--- src/rtl/bit_stream_serializer.sv ---
// Bit stream serializer: buffers parallel words of programmable length in a
// small FIFO and shifts each one out MSB-first as a (d, valid) serial stream.
// Downstream can stall the shifter; flush drops everything except words_sent.
module bit_stream_serializer #(
    parameter int WIDTH = 8,
    parameter int DEPTH = 4,
    parameter int LW    = 4
) (
    input  logic             clk,
    input  logic             rst,
    input  logic [WIDTH-1:0] in_data,
    input  logic [LW-1:0]    in_len,
    input  logic             in_valid,
    output logic             in_ready,
    input  logic             stall,
    input  logic             flush,
    output logic             out_d,
    output logic             out_valid,
    output logic             busy,
    output logic [15:0]      words_sent
);

    localparam int AW = $clog2(DEPTH);
    localparam int CW = AW + 1;
    localparam int EW = LW + WIDTH;

    localparam logic [LW-1:0] WIDTH_L = LW'(WIDTH);
    localparam logic [CW-1:0] DEPTH_C = CW'(DEPTH);

    localparam logic [0:0] ST_IDLE  = 1'b0;
    localparam logic [0:0] ST_SHIFT = 1'b1;

    // FIFO storage: each entry is {effective length, data}
    logic [EW-1:0] mem_q [DEPTH];

    logic [AW-1:0]    wr_ptr_q, wr_ptr_d;
    logic [AW-1:0]    rd_ptr_q, rd_ptr_d;
    logic [CW-1:0]    count_q, count_d;
    logic [0:0]       state_q, state_d;
    logic [WIDTH-1:0] shreg_q, shreg_d;
    logic [LW-1:0]    bits_left_q, bits_left_d;
    logic [15:0]      words_sent_q, words_sent_d;
    logic             in_ready_q, in_ready_d;

    logic [LW-1:0]    in_len_eff;
    logic [EW-1:0]    head;
    logic [LW-1:0]    head_len;
    logic [WIDTH-1:0] head_data;
    logic             push;
    logic             pop;
    logic             shifting;
    logic             word_done;
    logic             mem_we;

    // Handshake, pop decision and next-state for FIFO, shifter and counters
    always_comb begin
        in_len_eff = (in_len == '0 || in_len > WIDTH_L) ? WIDTH_L : in_len;
        head       = mem_q[rd_ptr_q];
        head_len   = head[EW-1:WIDTH];
        head_data  = head[WIDTH-1:0];

        push      = in_valid && in_ready_q;
        shifting  = (state_q == ST_SHIFT) && !stall;
        word_done = shifting && (bits_left_q == LW'(1));
        // A pop either starts from IDLE or chains directly onto a completing word
        pop       = !stall && (count_q != '0) && ((state_q == ST_IDLE) || word_done);
        mem_we    = push && !rst && !flush;

        wr_ptr_d     = wr_ptr_q;
        rd_ptr_d     = rd_ptr_q;
        count_d      = count_q;
        state_d      = state_q;
        shreg_d      = shreg_q;
        bits_left_d  = bits_left_q;
        words_sent_d = words_sent_q;

        if (push) begin
            wr_ptr_d = wr_ptr_q + AW'(1);
        end
        if (pop) begin
            rd_ptr_d = rd_ptr_q + AW'(1);
        end
        case ({push, pop})
            2'b10:   count_d = count_q + CW'(1);
            2'b01:   count_d = count_q - CW'(1);
            default: count_d = count_q;
        endcase

        if (word_done) begin
            words_sent_d = words_sent_q + 16'd1;
        end

        if (pop) begin
            // Left-align the word so its MSB sits at the shift-out position
            shreg_d     = head_data << (WIDTH_L - head_len);
            bits_left_d = head_len;
            state_d     = ST_SHIFT;
        end else if (shifting) begin
            shreg_d     = shreg_q << 1;
            bits_left_d = bits_left_q - LW'(1);
            if (word_done) begin
                state_d = ST_IDLE;
            end
        end

        if (rst || flush) begin
            wr_ptr_d    = '0;
            rd_ptr_d    = '0;
            count_d     = '0;
            state_d     = ST_IDLE;
            shreg_d     = '0;
            bits_left_d = '0;
            // Flush keeps the statistics; only reset clears them
            words_sent_d = rst ? 16'd0 : words_sent_q;
        end

        // Ready follows the post-edge occupancy, so a pop while full reopens next cycle
        in_ready_d = (count_d != DEPTH_C);
    end

    // FIFO write port
    always_ff @(posedge clk) begin
        if (mem_we) begin
            mem_q[wr_ptr_q] <= {in_len_eff, in_data};
        end
    end

    // State registers
    always_ff @(posedge clk) begin
        wr_ptr_q     <= wr_ptr_d;
        rd_ptr_q     <= rd_ptr_d;
        count_q      <= count_d;
        state_q      <= state_d;
        shreg_q      <= shreg_d;
        bits_left_q  <= bits_left_d;
        words_sent_q <= words_sent_d;
        in_ready_q   <= in_ready_d;
    end

    // Output decode; out_d is forced low outside SHIFT
    always_comb begin
        in_ready   = in_ready_q;
        out_d      = (state_q == ST_SHIFT) && shreg_q[WIDTH-1];
        out_valid  = (state_q == ST_SHIFT) && !stall;
        busy       = (count_q != '0) || (state_q == ST_SHIFT);
        words_sent = words_sent_q;
    end

endmodule

--- config.mk ---
export PLATFORM = sky130hd
export DESIGN_NAME = bit_stream_serializer
export DESIGN_NICKNAME = d
export VERILOG_FILES = /design/src/rtl/bit_stream_serializer.sv
export SDC_FILE = /design/constraint.sdc
export NUM_CORES = 1
export LEC_CHECK = 0
export CAP_MARGIN = 5
export CORE_UTILIZATION = 30
export CTS_BUF_LIST = sky130_fd_sc_hd__clkbuf_4
export CTS_CLUSTER_SIZE = 24
export DETAILED_ROUTE_END_ITERATION = 10
export GPL_ROUTABILITY_DRIVEN = 0
export GPL_TIMING_DRIVEN = 0
export PLACE_DENSITY = 0.49
export SLEW_MARGIN = 20
export SYNTH_ARGS = -nofsm -noshare
export SYNTH_HDL_FRONTEND = slang
export SYNTH_SLANG_ARGS = --single-unit
--- constraint.sdc ---
create_clock -name clk -period 3.9 [get_ports clk]
set_input_delay 0.78 -clock clk [delete_from_list [all_inputs] [get_ports clk]]
set_output_delay 0.78 -clock clk [all_outputs]
set_load 0.03 [all_outputs]
==> impl_metrics.env <==
export IMPL_ant_nets=0
export IMPL_cts_hold_buf=0
export IMPL_cts_setup_buffers=0
export IMPL_post_dp_hpwl_mm=5.48
export IMPL_cp_start_kind="flop"
export IMPL_p_leak_uw=0.00163
export IMPL_criticalPathCategory="reg -> reg"
export IMPL_wl_per_cell_um=14.5
export IMPL_crit_top_cell="ha_1"
export IMPL_vias_per_cell=4.70
export IMPL_syn_inst=317
export IMPL_pre_cts_slack_ns=0.600
export IMPL_die_h_um=118
export IMPL_ioPinCount=37
export IMPL_clk_path_buf_depth=2
export IMPL_cp_slowest_stage_delay_ns=0.54
export IMPL_portBuffers=35
export IMPL_maxSlewViolCount=0
export IMPL_clock_fmax_mhz=312
export IMPL_critPathSlowestCell="or4_1"
export IMPL_skew_ns=0.00930
export IMPL_powerDensity_mw_per_mm2=370
export IMPL_initial_utilization=0.307
export IMPL_clkLatencyLatePin_ns=0.47
export IMPL_cp_required_ns=4.25
export IMPL_async_flop_share=0
export IMPL_tightest_slew_ns=0.708
export IMPL_cts_tree="built"
export IMPL_grt_pass1_wl_mm=12.8
export IMPL_yosysTopAreaCell="edfxtp_1"
export IMPL_rsz0062_at_grt="false"
export IMPL_synth_edf_count=64
export IMPL_numCtsBuffers=9
export IMPL_grt_overflow_total=0
export IMPL_yosysMostFrequentCell="edfxtp_1"
export IMPL_yosysWarnings=0
export IMPL_maxCapViolCount=0
export IMPL_layout_setup_ws_ns=0.697
export IMPL_synth_top_cell_area_share=0.473
export IMPL_ys_top_cells_by_area="edfxtp_1 (47%), dfxtp_1 (11%), mux4_1 (7.1%), nor2_1 (2.9%), ha_1 (2.8%)"
export IMPL_ir_drop_mv=0.150
export IMPL_crit_chain="ha_1 -> or3b_2 -> a211o_2 -> clkinv_1 -> ha_1 -> fa_1 -> mux2i_1 -> nor2_1 -> or4_1"
export IMPL_grt_use_total=0.121
export IMPL_end_kind="flop"
export IMPL_drt_pass1_iter_count=7
export IMPL_coreArea_sq_mm=0.0132
export IMPL_worst_path_max_fanout=8
export IMPL_vias=2574
export IMPL_routed_wl_mm=7.92
export IMPL_nets=393
export IMPL_setup_viol=0
export IMPL_hp_class="reg -> reg"
export IMPL_relSlewSlack=0.528
export IMPL_fin_crit_sh=0.821
export IMPL_finalHoldViolations=0
export IMPL_dr_first_iter_drc_count=145
export IMPL_htreeDepth=3
export IMPL_grt_pass1_vias=2434
export IMPL_clk_pin_slew_ns=0.14
export IMPL_ys_seq_area_frac=0.586
export IMPL_finish_utilization=0.363
export IMPL_ctsResizeCount=0
export IMPL_synth_commonest_cells="edfxtp_1 (64), nor2_1 (31), dfxtp_1 (23), nand2_1 (23), inv_1 (14)"
export IMPL_drc=1
export IMPL_finalSetupTns_ns=0
export IMPL_synth_fp_nets=344
export IMPL_grt_antenna_before_repair=1
export IMPL_area_growth_pct=18.3
export IMPL_clock_sinks=87
export IMPL_avgSynthCellArea_sq_um=12.8
export IMPL_drive_gt1_frac=0.0970
export IMPL_status="finished, violations left"
export IMPL_ys_flop_type="edfxtp_1"
export IMPL_die_area_sq_mm=0.0140
export IMPL_layout_min_cycle_time_ns=3.20
export IMPL_root_buffer="clkbuf_4"
export IMPL_worstPathArrival_ns=3.56
export IMPL_synth_seq_cells=87
export IMPL_grt_max_degree=17
export IMPL_syn_cell_area_sq_mm=0.00407
export IMPL_die_w_um=118
export IMPL_num_rows=42
export IMPL_synthDistinctLibCells=51
export IMPL_violations="design-rule violations"
==> layer usage <==
layer / global-route usage / vias up / share of wire
met1: 0.156 / 1232 / 0.49
met2: 0.184 / 42 / 0.45
met3: 0.0294 / 14 / 0.034
met4: 0.0688 / 0 / 0.024
met5: 0 / - / 0
li1: - / 1286 / -
==> worst max-delay path: cells and delay by family (launching register included) <==
family,cells,cell delay (ns)
AOI/OAI and AO/OA,1,0.42
adders and majority gates,3,0.83
buffers and inverters,1,0.18
DFF,1,0.42
muxes,1,0.14
and+or+nand+nor,3,1.10
==> logic make-up (layout without fill, tap and decap cells) <==
kind of cell             count (synthesis)  after routing  synth area share
XOR/XNOR                                21             21            0.0471
adder cells (fa/ha/maj)                 10             10            0.0326
AO/OA/AOI/OAI                           42             42            0.0692
buffers and inverters                   29             83            0.0378
flip-flops                              87             87             0.586
multiplexers                            20             20            0.0963
other                                    0              1                 0
AND/OR/NAND/NOR                        108            108             0.131
==> layout make-up <==
cell class,count,area [sq um]
flip-flops and latches,87,2380
clock inverters,7,80.1
diodes,1,2.50
inverters,15,56.3
repair buffers,38,368
plain buffers,14,97.6
clock buffers,9,67.6
well taps,176,220
fillers,1337,8430
multi-input cells,201,1540
==> where the power goes <==
group          switching, uW  total [uW]  internal (uW)
clock                    345         549            204
sequential              17.0        1030           1010
combinational            115         200           84.9
total                    477        1780           1300
==> worst paths after layout <==
path,from,to,slack [ns],cells past startpoint
setup / recovery,bits_left_q[0],in_ready,0.70,9
hold / removal,bits_left_q[3],bits_left_q[3],0.48,2
setup reg to reg,bits_left_q[0],in_ready,0.70,9
hold reg to reg,bits_left_q[3],bits_left_q[3],0.48,2
==> layout by cell type (no fill, tap or decap), drive strengths merged, types with 4 or more instances in the layout <==
cell type | synthesis | routed
a21oi | 11 | 11
mux4 | 12 | 12
xor2 | 11 | 11
buf | 6 | 9
o21ai | 13 | 13
clkinv | 1 | 4
mux2i | 8 | 8
nand3 | 11 | 11
dfxtp | 23 | 23
ha | 9 | 9
nor3 | 12 | 12
nand4 | 5 | 5
inv | 14 | 17
xnor2 | 10 | 10
clkbuf | 7 | 16
edfxtp | 64 | 64
nor2 | 31 | 31
and3 | 6 | 6
nand2 | 23 | 23
clkdlybuf4s50 | 0 | 35
==> through the flow <==
step	hold slack, ns	std cells	cell area, sq um	total power [uW]
2_1_floorplan	0.437	317	4070	1180
3_3_place_gp	0.465	528	4640	1250
3_5_place_dp	0.466	531	4660	1250
4_1_cts	0.489	547	4810	1800
5_1_grt	0.510	548	4810	1850
6_report	0.483	548	4810	1780
==> state kept, by name, indices dropped and copies added (netlist names), named ones only <==
register     cells
bits_left_q      4
count_q          3
in_ready         1
mem_q           48
rd_ptr_q         2
shreg_q          8
state_q          1
words_sent      16
wr_ptr_q         2
(Power assumes the default switching activity.)
